<file path="src/rtl/ps2_key_ctrl.sv">
`timescale 1ns/1ps
// ps2_key_ctrl: PS/2 keyboard frame receiver, scancode FIFO and make-code
// decoder that writes make codes to a cursor-addressed character RAM.
module ps2_key_ctrl #(
  parameter int         FIFO_DEPTH = 8,
  parameter logic [7:0] WRAP_ADDR  = 8'hFE
) (
  input  logic       clk,
  input  logic       clrn,
  input  logic       ps2_clk,
  input  logic       ps2_data,
  input  logic       stall,
  output logic       we,
  output logic [7:0] inaddr,
  output logic [7:0] din,
  output logic       ext,
  output logic [7:0] err_cnt,
  output logic       overflow
);

  localparam int          AW       = $clog2(FIFO_DEPTH);
  localparam logic [AW:0] PTR_ONE  = {{AW{1'b0}}, 1'b1};
  localparam logic [AW:0] FULL_XOR = {1'b1, {AW{1'b0}}};
  localparam logic [7:0]  CODE_EXT = 8'hE0;
  localparam logic [7:0]  CODE_BRK = 8'hF0;

  typedef enum logic [2:0] {
    IDLE    = 3'd0,
    EXT     = 3'd1,
    BRK     = 3'd2,
    EXT_BRK = 3'd3,
    EMIT    = 3'd4
  } state_t;

  // Error counter increment that sticks at all-ones.
  function automatic logic [7:0] sat_inc(input logic [7:0] v);
    return (v == 8'hFF) ? v : v + 8'd1;
  endfunction

  // Cursor advance; WRAP_ADDR is the last address before returning to zero.
  function automatic logic [7:0] next_cursor(input logic [7:0] v);
    return (v == WRAP_ADDR) ? 8'h00 : v + 8'd1;
  endfunction

  logic [2:0]    clk_sync;
  logic [1:0]    data_sync;
  logic          fall;
  logic [3:0]    bit_cnt;
  logic [10:0]   frame;
  logic          check;
  logic          frame_ok;
  logic          shift_en;
  logic          push_pend;
  logic [7:0]    push_byte;

  logic [7:0]    mem [FIFO_DEPTH];
  logic [AW:0]   wr_ptr;
  logic [AW:0]   rd_ptr;
  logic          empty;
  logic          full;
  logic          do_push;
  logic [7:0]    head;

  state_t        state;
  state_t        next_state;
  logic          pop;
  logic          load;
  logic          set_ext;
  logic          clr_ext;
  logic          ext_flag;

  // Falling edge taken from the two oldest clock stages; the extra stage
  // keeps the edge decision away from the metastable first flop.
  assign fall     = (clk_sync[2:1] == 2'b10);
  assign check    = (bit_cnt == 4'd11);
  assign shift_en = fall && !check;
  assign frame_ok = !frame[0] && frame[10] && (^frame[9:1]);

  // Input synchronisers, idle-high after reset like the PS/2 lines.
  always_ff @(posedge clk or negedge clrn) begin
    if (!clrn) begin
      clk_sync  <= 3'b111;
      data_sync <= 2'b11;
    end else begin
      clk_sync  <= {clk_sync[1:0], ps2_clk};
      data_sync <= {data_sync[0], ps2_data};
    end
  end

  // Frame data: bits arrive LSB first, so the start bit settles in frame[0].
  always_ff @(posedge clk) begin
    if (shift_en) frame <= {data_sync[1], frame[10:1]};
    if (check && frame_ok) push_byte <= frame[8:1];
  end

  // Bit counting, frame acceptance and error accounting.
  always_ff @(posedge clk or negedge clrn) begin
    if (!clrn) begin
      bit_cnt   <= 4'd0;
      push_pend <= 1'b0;
      err_cnt   <= 8'h00;
    end else begin
      push_pend <= check && frame_ok;
      if (check) bit_cnt <= 4'd0;
      else if (shift_en) bit_cnt <= bit_cnt + 4'd1;
      if (check && !frame_ok) err_cnt <= sat_inc(err_cnt);
    end
  end

  assign empty   = (wr_ptr == rd_ptr);
  assign full    = ((wr_ptr ^ rd_ptr) == FULL_XOR);
  assign do_push = push_pend && !full;
  assign head    = mem[rd_ptr[AW-1:0]];

  // FIFO storage; a push that meets a full FIFO is simply not written.
  always_ff @(posedge clk) begin
    if (do_push) mem[wr_ptr[AW-1:0]] <= push_byte;
  end

  // FIFO pointers and sticky overflow flag.
  always_ff @(posedge clk or negedge clrn) begin
    if (!clrn) begin
      wr_ptr   <= '0;
      rd_ptr   <= '0;
      overflow <= 1'b0;
    end else begin
      if (do_push) wr_ptr <= wr_ptr + PTR_ONE;
      if (pop) rd_ptr <= rd_ptr + PTR_ONE;
      if (push_pend && full) overflow <= 1'b1;
    end
  end

  // Decoder state register.
  always_ff @(posedge clk or negedge clrn) begin
    if (!clrn) state <= IDLE;
    else state <= next_state;
  end

  // Decoder next state; stall only holds off the first pop of a sequence.
  always_comb begin
    next_state = state;
    pop        = 1'b0;
    load       = 1'b0;
    set_ext    = 1'b0;
    clr_ext    = 1'b0;
    case (state)
      IDLE: begin
        if (!empty && !stall) begin
          pop = 1'b1;
          if (head == CODE_EXT) begin
            next_state = EXT;
            set_ext    = 1'b1;
          end else if (head == CODE_BRK) begin
            next_state = BRK;
          end else begin
            next_state = EMIT;
            load       = 1'b1;
          end
        end
      end
      EXT: begin
        if (!empty) begin
          pop = 1'b1;
          if (head == CODE_BRK) begin
            next_state = EXT_BRK;
          end else begin
            next_state = EMIT;
            load       = 1'b1;
          end
        end
      end
      BRK: begin
        if (!empty) begin
          pop        = 1'b1;
          next_state = IDLE;
        end
      end
      EXT_BRK: begin
        if (!empty) begin
          pop        = 1'b1;
          clr_ext    = 1'b1;
          next_state = IDLE;
        end
      end
      EMIT: begin
        clr_ext    = 1'b1;
        next_state = IDLE;
      end
      default: next_state = IDLE;
    endcase
  end

  // Write data, extended flag and cursor; din/ext hold between writes.
  always_ff @(posedge clk or negedge clrn) begin
    if (!clrn) begin
      ext_flag <= 1'b0;
      din      <= 8'h00;
      ext      <= 1'b0;
      inaddr   <= 8'h00;
    end else begin
      if (set_ext) ext_flag <= 1'b1;
      else if (clr_ext) ext_flag <= 1'b0;
      if (load) begin
        din <= head;
        ext <= ext_flag;
      end
      if (state == EMIT) inaddr <= next_cursor(inaddr);
    end
  end

  assign we = (state == EMIT);

endmodule

</file>
<file path="config.mk">
export PLATFORM = sky130hd
export DESIGN_NAME = ps2_key_ctrl
export DESIGN_NICKNAME = d
export VERILOG_FILES = /design/src/rtl/ps2_key_ctrl.sv
export SDC_FILE = /design/constraint.sdc
export NUM_CORES = 1
export LEC_CHECK = 0
export CORE_MARGIN = 2
export CORE_UTILIZATION = 30
export DETAILED_ROUTE_END_ITERATION = 10
export GPL_TIMING_DRIVEN = 0
export SETUP_SLACK_MARGIN = 0.3
export SLEW_MARGIN = 30
export SYNTH_ARGS = -nofsm -noshare
export SYNTH_HDL_FRONTEND = slang
export SYNTH_SLANG_ARGS = --single-unit
</file>
<file path="constraint.sdc">
create_clock -name clk -period 5.05 [get_ports clk]
set_input_delay 0.505 -clock clk [delete_from_list [all_inputs] [get_ports clk]]
set_output_delay 0.505 -clock clk [all_outputs]
set_load 0.02 [all_outputs]
</file>
==> results.txt <==
----------------------------------------------------
[Outcome]
  Status ... finished, final reports clean

[Placement]
  Number of port buffers ... 31
  Half-perimeter wire length after placement ... 7070 um
  Placer Congestion ... 0.777

[Route]
  Starting DRC count in detailed routing ... 171
  Post-detailed-route wirelength per cell ... 15.4 um
  Vias after detailed routing ... 3316
  Antenna-violating nets left ... 0
  Total iterations of the first detailed-routing run ... 4
  Via count normalized by instance count ... 4.86
  Total length of routed wires ... 10500 um
  Remaining design rule violation count ... 0

[Pwr]
  Tot Pwr ... 3560 uW
  Maximum VDD drop ... 0.000259 V
  Static leakage power ... 0.00255 uW
  PwrDens ... 522 nW/um^2

[GRT]
  Global-route wire length before repair ... 17500 um
  Gr usage total ... 11.5%
  Initial antenna violation count ... 0
  Global route overflow ... 0
  Number of global-route vias before repair ... 3307
  Largest net degree at the start of global routing ... 47

[Worst setup path]
  Worst reg2reg setup slack ... 2420 ps
  RR Startpoint ... rd_ptr[0]
  Crit path from ... state[0]
  Logic depth of the worst register-to-register path ... 8
  Worst reg2reg endpoint ... mem[1][1]
  Kind of capture point of the worst setup path ... output port
  Arrival time of data at the critical path endpoint ... 2170 ps
  Data required time at the worst endpoint ... 4550 ps
  Largest fanout of any net on the critical path ... 9
  Worst setup path category ... reg -> out
  Critical path startpoint category ... flop

[STA]
  Final worst path period share ... 52.9%
  Number of slew-limit violations in the final report ... 0
  RSZ-0062 raised after global routing ... no
  Number of hold violations in the final report ... 0
  Final critical-path required period ... 2670 ps
  Final setup violation count ... 0
  Total Neg Setup Slack ... 0 ps
  Headroom to the max-slew limit ... 37.9%
  Slew @ Worst Pin ... 929 ps
  Maximum operating frequency ... 0.374 GHz
  Clock Skews ... 12.2 ps

[Synth]
  Mapped Nets ... 398
  Library cells used by synthesis ... 55
  Share of the synthesized area in the top cell type ... 44.6%
  Total of warnings raised by yosys ... 0
  Count of mapped cells out of synthesis ... 387
  Post-synth EDFFs ... 83
  Mean area per synthesized cell ... 14.4 um^2
  Cell types with the largest area share after synthesis ... edfxtp_1 (45%), dfrtp_1 (19%), mux2i_1 (3.4%)
  Share of synthesized area occupied by flip-flops and latches ... 66.2%
  Combined area of all synthesized cells ... 5590 um^2
  Most used flip-flop cell after synthesis ... edfxtp_1
  Cell type contributing the most total cell area after synthesis ... edfxtp_1
  Fraction of registers with async set or reset after synthesis ... 36.6%
  Number of synthesized register bits ... 131
  Commonest cells in the netlist ... edfxtp_1 (83), dfrtp_1 (43), nand2_1 (36)
  Top-count cell post-synth ... edfxtp_1

[Die]
  Die Span Y ... 140 um
  Overall die area ... 19700 um^2
  Number of placement rows ... 49
  Die Width ... 140 um
  Starting Density ... 30.8%
  Standard cell core area ... 18100 um^2
  Number of primary I/O pins ... 32

[Final layout]
  Layout fillers ... 1721
  Area growth from synthesis to final layout ... 22.0%
  Layout cell share with drive strength beyond 1 ... 15.9%
  Antenna fix cells ... 0
  Number of nets in the layout ... 452

[Min path]
  Worst Hold Endpoint ... data_sync[1]
  Hold Path Class ... reg -> reg
  Instance count along the most critical hold path ... 0
  Startpoint of the most critical hold path ... data_sync[0]

[Clocking]
  Clock root buffer master ... clkbuf_16
  Sinks on Clock Net ... 131
  CTS tree ... yes
  Maximum buffer depth of the clock tree ... 2
  CTS H-tree depth ... 4
  TritonCTS Buffers ... 17
  Worst skew pair latency ... 410 ps
  Setup Buffers After CTS ... 0
  Clock transition at the registers of the reported paths ... 60 ps

[Flow run]
  Number of max-cap violations ... 0

----------------------------------------------------
what timing repair did:
action	4_1_cts	5_1_grt
hold endpoints to repair	2	0
resized for setup	0	0
hold buffers	1	0
worst max-delay path: stages (launching register included):
cell and delay (ps):
dfrtp_1 350, clkbuf_1 190, nor2_1 190, nand2_1 180, inv_1 200, clkdlybuf4s50_1 640
layout by cell type, fill, tap and decap left out, types with 3 or more instances in the layout:
cell / instances
nor2_1: 23
inv_1: 5
clkbuf_1: 8
and3_1: 4
buf_6: 4
nand2b_1: 10
clkbuf_16: 17
o22ai_1: 3
nand3_1: 6
xor2_1: 8
buf_4: 6
nand4_1: 7
dfrtp_1: 43
a21oi_1: 5
xnor2_1: 15
o21ai_0: 11
a221oi_2: 3
or3_1: 3
edfxtp_1: 83
dfstp_2: 5
nor2b_1: 7
mux2i_1: 19
clkinv_2: 5
ha_1: 6
mux4_2: 7
nand2_1: 36
o21ai_1: 4
nor3_1: 7
mux2_2: 10
clkinvlp_4: 3
o211ai_1: 3
and2_1: 3
clkdlybuf4s50_1: 30
cell families after synthesis:
logic type	after synthesis	synth area share [%]
AND/OR/NAND/NOR	118	10.4
adder cells (fa/ha/maj)	6	1.34
multiplexers	37	8.71
XOR/XNOR	25	4.43
buffers and inverters	20	2.37
flip-flops	131	66.2
AO/OA/AOI/OAI	50	6.51
per-layer routing:
metal / wire length [um] / global-route usage [%] / up-vias / share of wire, %
met1: 4850 / 14.5 / 1685 / 46
met5: 0 / 0 / - / 0
li1: - / - / 1563 / -
met4: 27 / 3.47 / 0 / 0.26
met3: 435 / 3.93 / 4 / 4.1
met2: 5220 / 18.8 / 64 / 50
power breakdown:
group | leakage, uW | switching, uW | internal, uW
combinational | 0.000910 | 547 | 490
sequential | 0.00136 | 106 | 1250
clock | 0.000274 | 444 | 722
worst max path at each step:
stage,endpoint,slack (ps)
floorplan,mem[0][0],2750
global placement,din[1],1960
detailed placement,mem[7][4],2330
CTS,mem[7][7],2290
global route,mem[6][4],2180
finish,we,2380
layout make-up:
type	count	area (um^2)	area share (%)
sequential	131	3700	54.3
multi-input combinational	236	1770	26.0
clock buffer	18	429	6.29
timing repair buffer	35	360	5.29
tap	229	287	4.20
clock inverter	14	138	2.02
buffer	15	114	1.67
inverter	5	18.8	0.275
stage by stage:
step	instance area [um^2]	instances	setup slack (ps)	hold WS, ps	utilization, %
global route	6820	683	2180	364	37.6
floorplan	5590	387	2750	209	-
finish	6820	683	2380	356	37.6
CTS	6810	683	2290	356	37.5
global placement	6190	647	1960	348	34.1
detailed placement	6240	650	2330	312	34.4
state kept, by name, indices dropped and copies added (netlist names), 2 cells and up:
| signal | flops |
|---|---|
| bit_cnt | 4 |
| clk_sync | 3 |
| data_sync | 2 |
| din | 8 |
| err_cnt | 8 |
| frame | 11 |
| inaddr | 8 |
| mem | 64 |
| push_byte | 8 |
| rd_ptr | 4 |
| state | 3 |
| wr_ptr | 4 |
(Power assumes the default switching activity.)
